===== src/rtl/istream_arbiter.sv =====
// rtl/istream_arbiter.sv - burst-granular round-robin arbiter sharing one istream channel
// Optional stall-timeout grant revocation is enabled by defining ISTREAM_ARB_TIMEOUT_EN.
module istream_arbiter #(
    parameter int DATA_WIDTH  = 32,
    parameter int NUM_REQ     = 4,
    parameter int BURST_MAX   = 16,
    parameter int TIMEOUT_CYC = 64
) (
    input  logic                          istream_clk,
    input  logic                          istream_rst_n,
    input  logic [NUM_REQ-1:0]            req_valid,
    input  logic [NUM_REQ*DATA_WIDTH-1:0] req_data,
    input  logic [NUM_REQ-1:0]            req_last,
    output logic [NUM_REQ-1:0]            req_ready,
    output logic                          istream_valid,
    output logic [DATA_WIDTH-1:0]         istream_data,
    input  logic                          istream_ready,
    output logic [$clog2(NUM_REQ)-1:0]    grant_id,
    output logic                          grant_active,
    output logic                          arb_timeout
);
    localparam int IDW = $clog2(NUM_REQ);

    typedef enum logic {IDLE, BUSY} state_e;

    state_e         state_q, state_d;
    logic [IDW-1:0] grant_id_q, grant_id_d;
    logic [IDW-1:0] last_grant_q, last_grant_d;
    logic [7:0]     beat_cnt_q, beat_cnt_d;
    logic [IDW-1:0] cand, rr_winner;
    logic           rr_found;
    logic           beat, release_burst;

`ifdef ISTREAM_ARB_TIMEOUT_EN
    localparam int SCW = $clog2(TIMEOUT_CYC + 1);
    logic [SCW-1:0] stall_cnt_q, stall_cnt_d;
    logic           timeout_hit;
`endif

    // Search upward from the requester after last_grant, wrapping, so the previous winner is last.
    always_comb begin
        rr_found  = 1'b0;
        rr_winner = '0;
        cand      = last_grant_q;
        for (int k = 0; k < NUM_REQ; k++) begin
            cand = (cand == IDW'(NUM_REQ - 1)) ? '0 : cand + 1'b1;
            if (!rr_found && req_valid[cand]) begin
                rr_found  = 1'b1;
                rr_winner = cand;
            end
        end
    end

    always_comb begin
        state_d       = state_q;
        grant_id_d    = grant_id_q;
        last_grant_d  = last_grant_q;
        beat_cnt_d    = beat_cnt_q;
        req_ready     = '0;
        istream_valid = 1'b0;
        istream_data  = '0;
        beat          = 1'b0;
        release_burst = 1'b0;
`ifdef ISTREAM_ARB_TIMEOUT_EN
        stall_cnt_d   = stall_cnt_q;
        timeout_hit   = 1'b0;
`endif
        case (state_q)
            IDLE: begin
`ifdef ISTREAM_ARB_TIMEOUT_EN
                stall_cnt_d = '0;
`endif
                if (rr_found) begin
                    grant_id_d = rr_winner;
                    beat_cnt_d = '0;
                    state_d    = BUSY;
                end
            end
            BUSY: begin
                istream_valid = req_valid[grant_id_q];
                if (istream_valid) begin
                    istream_data = req_data[int'(grant_id_q) * DATA_WIDTH +: DATA_WIDTH];
                end
                req_ready[grant_id_q] = istream_ready;
                beat          = istream_valid && istream_ready;
                release_burst = beat && (req_last[grant_id_q] || beat_cnt_q == 8'(BURST_MAX - 1));
                if (release_burst) begin
                    state_d      = IDLE;
                    last_grant_d = grant_id_q;
                    beat_cnt_d   = '0;
                end else if (beat) begin
                    beat_cnt_d = beat_cnt_q + 8'd1;
                end
`ifdef ISTREAM_ARB_TIMEOUT_EN
                // Only an absent valid counts as a stall; back-pressure from the sink does not.
                if (istream_valid) begin
                    stall_cnt_d = '0;
                end else if (stall_cnt_q == SCW'(TIMEOUT_CYC - 1)) begin
                    timeout_hit  = 1'b1;
                    stall_cnt_d  = '0;
                    state_d      = IDLE;
                    last_grant_d = grant_id_q;
                    beat_cnt_d   = '0;
                end else begin
                    stall_cnt_d = stall_cnt_q + 1'b1;
                end
`endif
            end
            default: state_d = IDLE;
        endcase
    end

    always_ff @(posedge istream_clk or negedge istream_rst_n) begin
        if (!istream_rst_n) begin
            state_q      <= IDLE;
            grant_id_q   <= '0;
            last_grant_q <= IDW'(NUM_REQ - 1);
            beat_cnt_q   <= '0;
        end else begin
            state_q      <= state_d;
            grant_id_q   <= grant_id_d;
            last_grant_q <= last_grant_d;
            beat_cnt_q   <= beat_cnt_d;
        end
    end

`ifdef ISTREAM_ARB_TIMEOUT_EN
    always_ff @(posedge istream_clk or negedge istream_rst_n) begin
        if (!istream_rst_n) begin
            stall_cnt_q <= '0;
        end else begin
            stall_cnt_q <= stall_cnt_d;
        end
    end

    assign arb_timeout = timeout_hit;
`else
    assign arb_timeout = 1'b0;
`endif

    assign grant_id     = grant_id_q;
    assign grant_active = (state_q == BUSY);

endmodule


===== config.mk =====
export PLATFORM = sky130hd
export DESIGN_NAME = istream_arbiter
export DESIGN_NICKNAME = d
export VERILOG_FILES = /design/src/rtl/istream_arbiter.sv
export SDC_FILE = /design/constraint.sdc
export NUM_CORES = 1
export LEC_CHECK = 0
export CAP_MARGIN = 20
export CORE_AREA = 2 2 81 83
export DETAILED_ROUTE_END_ITERATION = 10
export DIE_AREA = 0 0 83 85
export HOLD_SLACK_MARGIN = 0.08
export MAX_ROUTING_LAYER = met4
export PLACE_DENSITY_LB_ADDON = 0.08
export SLEW_MARGIN = 5
export SYNTH_ARGS = -nofsm -noshare
export SYNTH_HDL_FRONTEND = slang
export SYNTH_SLANG_ARGS = --single-unit
export TNS_END_PERCENT = 50

===== constraint.sdc =====
create_clock -name istream_clk -period 2.21 [get_ports istream_clk]
set_clock_uncertainty 0.15 [all_clocks]
set_input_delay 0.3315 -clock istream_clk [delete_from_list [all_inputs] [get_ports istream_clk]]
set_output_delay 0.3315 -clock istream_clk [all_outputs]
set_load 0.01 [all_outputs]

==> summary.md <==
| Metric | Value |
|---|---|
| Result of the run | `complete, but fails checks` |
| Violations in the final reports | `negative setup slack` |
| Total vias in the final route | `2394` |
| Total nets after synthesis | `roughly 320` |
| Total power consumption of the routed design | `~0.0040 W` |
| Part of the total power dissipated in the clock network | `0.055` |
| Critical Path Sink Type | `flip-flop` |
| Total global-route track usage | `0.242` |
| Number of nets in the finished design | `roughly 520` |
| Post-placement worst setup slack | `-399 ps` |
| Overflow after GRT | `0` |
| Period minus WS final | `around 2400 ps` |
| Share of total power in sequential cells | `0.110` |
| Number of detailed-route iterations in the first pass | `4` |
| Post-synth cell types | `35` |
| Half-perimeter wire length of the detailed placement result | `around 6.8 mm` |
| Die height | `85 um` |
| Combinational share of power | `0.835` |
| Endpoint required time on the critical path | `2210 ps` |
| Final period utilization | `1.08` |
| Portion of synthesized cell area occupied by the leading cell type | `0.408` |
| Final critical-path setup slack | `-175 ps` |
| Core Region | `between 6000 and 7000 um2` |
| Worst-path maximum fanout | `7` |
| Total clock buffers created by CTS | `3` |
| Initial antenna violation count | `1` |
| Post-CTS clock slew at the launch and capture registers of the worst setup and hold paths | `~60 ps` |
| Number of levels the H-tree was split into | `1` |
| Share of post-route cells with drive strength above 1 | `0.342` |
| Source-to-sink clock delay at the later pin of the worst-skew pair | `~250 ps` |
| Area of the mapped netlist | `around 1900 um2` |
| Sequential element share of the synthesized area | `0.175` |
| Number of storage elements in the synthesis netlist | `13` |
| F_max | `around 0.42 GHz` |
| Clock Sinks | `13` |
| VDD IR-drop max | `0.758 mV` |
| Slew of the pin with the lowest slew margin | `just under 600 ps` |
| Most used flip-flop cell after synthesis | `sky130_fd_sc_hd__dfrtp_1` |
| Maximum number of pins on one net before global-route repair | `35` |
| Relative max-transition margin | `0.601` |
| Setup violations, final | `41` |
| Root Buffer | `sky130_fd_sc_hd__clkbuf_8` |
| Design internal power | `0.00241 W` |
| Vias in the first global route | `about 2.4k` |
| Standby leakage power | `around 1.7 nW` |
| Wire length of the first global-routing pass | `around 13 mm` |
| Avg Synthesized Cell Area | `roughly 11 um2` |
| Std cell rows | `29` |
| Routability congestion estimate from global placement | `between 0.8 and 0.9` |
| Worst r2r src | `grant_id[0]$_DFFE_PN0P_` |
| Final hold violation count | `0` |
| Dominant cells by area after synthesis | `sky130_fd_sc_hd__mux4_2 (41%), sky130_fd_sc_hd__dfrtp_1 (15%), sky130_fd_sc_hd__and3_1 (11%)` |
| DRT Wirelength | `just under 9 mm` |
| Number of synthesized flops with an enable pin | `0` |
| Total Neg Setup Slack | `-3230 ps` |
| Leading area contributor after synthesis | `sky130_fd_sc_hd__mux4_2` |
| Max Root-Sink Buffers | `2` |
| Number of top-level pins | `180` |
| Utilization after layout | `0.649` |
| Hold Slack | `approximately 310 ps` |
| Max-slew violation count | `0` |
| Leading cell type by number of instances after synthesis | `sky130_fd_sc_hd__mux4_2` |
| Via-per-instance ratio | `5.30` |
| Antenna Violating Nets Remaining | `0` |
| CP arrival | `around 2400 ps` |
| Pwr/cell area | `between 900 and 1000 nW/um2` |
| Number of port buffers | `around 180` |
| Count of warnings emitted by yosys | `0` |
| Post-synthesis instance total | `around 170` |
| Chip Width | `83 um` |
| Kind of start point of the critical path | `flip-flop` |
| P_sw | `0.00156 W` |
| Number of maximum-capacitance constraint violations | `0` |
| Post-synthesis async set-or-reset flop share | `1.00` |
| Overall die area | `just over 7000 um2` |
| Commonest cells in the netlist | `sky130_fd_sc_hd__mux4_2 (34), sky130_fd_sc_hd__and3_1 (33), sky130_fd_sc_hd__nand2_1 (16), sky130_fd_sc_hd__clkbuf_1 (11), sky130_fd_sc_hd__dfrtp_1 (11)` |
| Area Overhead vs Synth | `114%` |
| Clock tree from TritonCTS | `done` |
| Setup repair after global routing missed its margin | `true` |
| Kind of critical path | `reg -> reg` |
| Hold crit path type | `in -> async` |
| Residual DRC count | `0` |
| Switching power share of the total | `0.394` |
| Drt first-iter violations | `91` |
| Starting utilization of the core area | `0.302` |
| Routed wirelength normalized by instance count | `19.3 um` |
| CP Launch Point | `grant_id[0]$_DFFE_PN0P_` |
-- critical path, cell delays in order (launching register included) --
cell and delay, ps:
sky130_fd_sc_hd__dfrtp_2 430, sky130_fd_sc_hd__buf_4 140, sky130_fd_sc_hd__buf_6 120, sky130_fd_sc_hd__buf_16 140, sky130_fd_sc_hd__buf_6 110, sky130_fd_sc_hd__mux4_2 470
sky130_fd_sc_hd__a41oi_4 250, sky130_fd_sc_hd__buf_6 150, sky130_fd_sc_hd__buf_6 110, sky130_fd_sc_hd__nand4_1 120, sky130_fd_sc_hd__o311ai_2 100
-- state kept, by name, indices dropped and copies added (netlist names) --
register      count
last_grant_q      2
grant_active      1
beat_cnt_q        8
grant_id          2
-- cell type report --
type,instances,area (um2)
fillers,492,2180
inverters,3,11.3
well taps,77,96.3
diodes,1,2.50
repair buffers,215,2020
clock buffers,4,45.0
multi-input cells,139,1520
flip-flops and latches,13,329
-- cells in the final DEF, fill, tap and decap left out, types with 3 or more instances in the layout --
cell | Yosys | routed
sky130_fd_sc_hd__and3_1 | 33 | 23
sky130_fd_sc_hd__buf_2 | 6 | 22
sky130_fd_sc_hd__nand2_1 | 16 | 16
sky130_fd_sc_hd__nor2_1 | 4 | 4
sky130_fd_sc_hd__clkbuf_8 | 0 | 3
sky130_fd_sc_hd__nor2b_1 | 3 | 3
sky130_fd_sc_hd__mux4_2 | 34 | 34
sky130_fd_sc_hd__clkbuf_2 | 0 | 7
sky130_fd_sc_hd__clkdlybuf4s50_1 | 0 | 140
sky130_fd_sc_hd__buf_12 | 0 | 4
sky130_fd_sc_hd__a21oi_1 | 3 | 3
sky130_fd_sc_hd__a32oi_1 | 5 | 5
sky130_fd_sc_hd__o21ai_1 | 8 | 8
sky130_fd_sc_hd__o21ai_0 | 3 | 3
sky130_fd_sc_hd__dfrtp_1 | 11 | 10
sky130_fd_sc_hd__buf_6 | 0 | 12
sky130_fd_sc_hd__and3_4 | 0 | 10
sky130_fd_sc_hd__nor3_1 | 3 | 3
sky130_fd_sc_hd__buf_4 | 2 | 25
sky130_fd_sc_hd__inv_1 | 3 | 3
-- routing by layer --
metal  up-vias  GRT usage  share of wire  wire length, um
met4         0     0.0641          0.025              218
met1      1159      0.292           0.40             3480
met3        21     0.0535          0.071              623
li1       1112          -              -                -
met5         -          -              0                0
met2       102      0.411           0.51             4420
-- cells by family (layout without fill, tap and decap cells) --
| group | count (synthesis) | in the layout | synth area share |
|---|---|---|---|
| buffers and inverters | 22 | 222 | 0.0520 |
| other | 1 | 2 | 0.00200 |
| AO/OA/AOI/OAI | 27 | 27 | 0.113 |
| AND/OR/NAND/NOR | 71 | 71 | 0.213 |
| adder cells (fa/ha/maj) | 2 | 2 | 0.0133 |
| multiplexers | 38 | 38 | 0.432 |
| flip-flops | 13 | 13 | 0.175 |
-- through the flow --
stage	instance area [um2]	cells
after detailed placement	3880	432
after global placement	3880	432
after CTS	3880	442
after global routing	4030	452
final	4030	452
after floorplan	1880	174
-- worst paths after layout --
kind,slack [ps],cells past startpoint,endpoint
min in group istream_clk,360,1,beat_cnt_q[0]$_DFFE_PN0P_
worst max register to register,-170,10,beat_cnt_q[2]$_DFFE_PN0P_
worst max-delay path,-170,10,beat_cnt_q[2]$_DFFE_PN0P_
max in group asynchronous,1170,1,grant_id[0]$_DFFE_PN0P_
worst min-delay path,310,1,beat_cnt_q[1]$_DFFE_PN0P_
worst min register to register,360,1,beat_cnt_q[0]$_DFFE_PN0P_
-- power by group through the flow --
| stage | logic [W] | clock network [W] | registers (W) |
|---|---|---|---|
| floorplan | 0.00171 | 0 | 0.000406 |
| detailed placement | 0.00311 | 0 | 0.000457 |
| global route | 0.00355 | 0.000226 | 0.000450 |
| CTS | 0.00305 | 0.000219 | 0.000436 |
| global placement | 0.00306 | 0 | 0.000454 |
| finish | 0.00331 | 0.000218 | 0.000436 |
-- what timing repair did --
item                                    CTS  global route
setup buffers                             5            10
endpoints found under the setup margin   40            43
gates resized for setup                 123            39
pin swaps                                 0             4
hold buffers                              0             0
gates cloned                              1             0
Note: power is estimated with default switching activity, not from simulation.
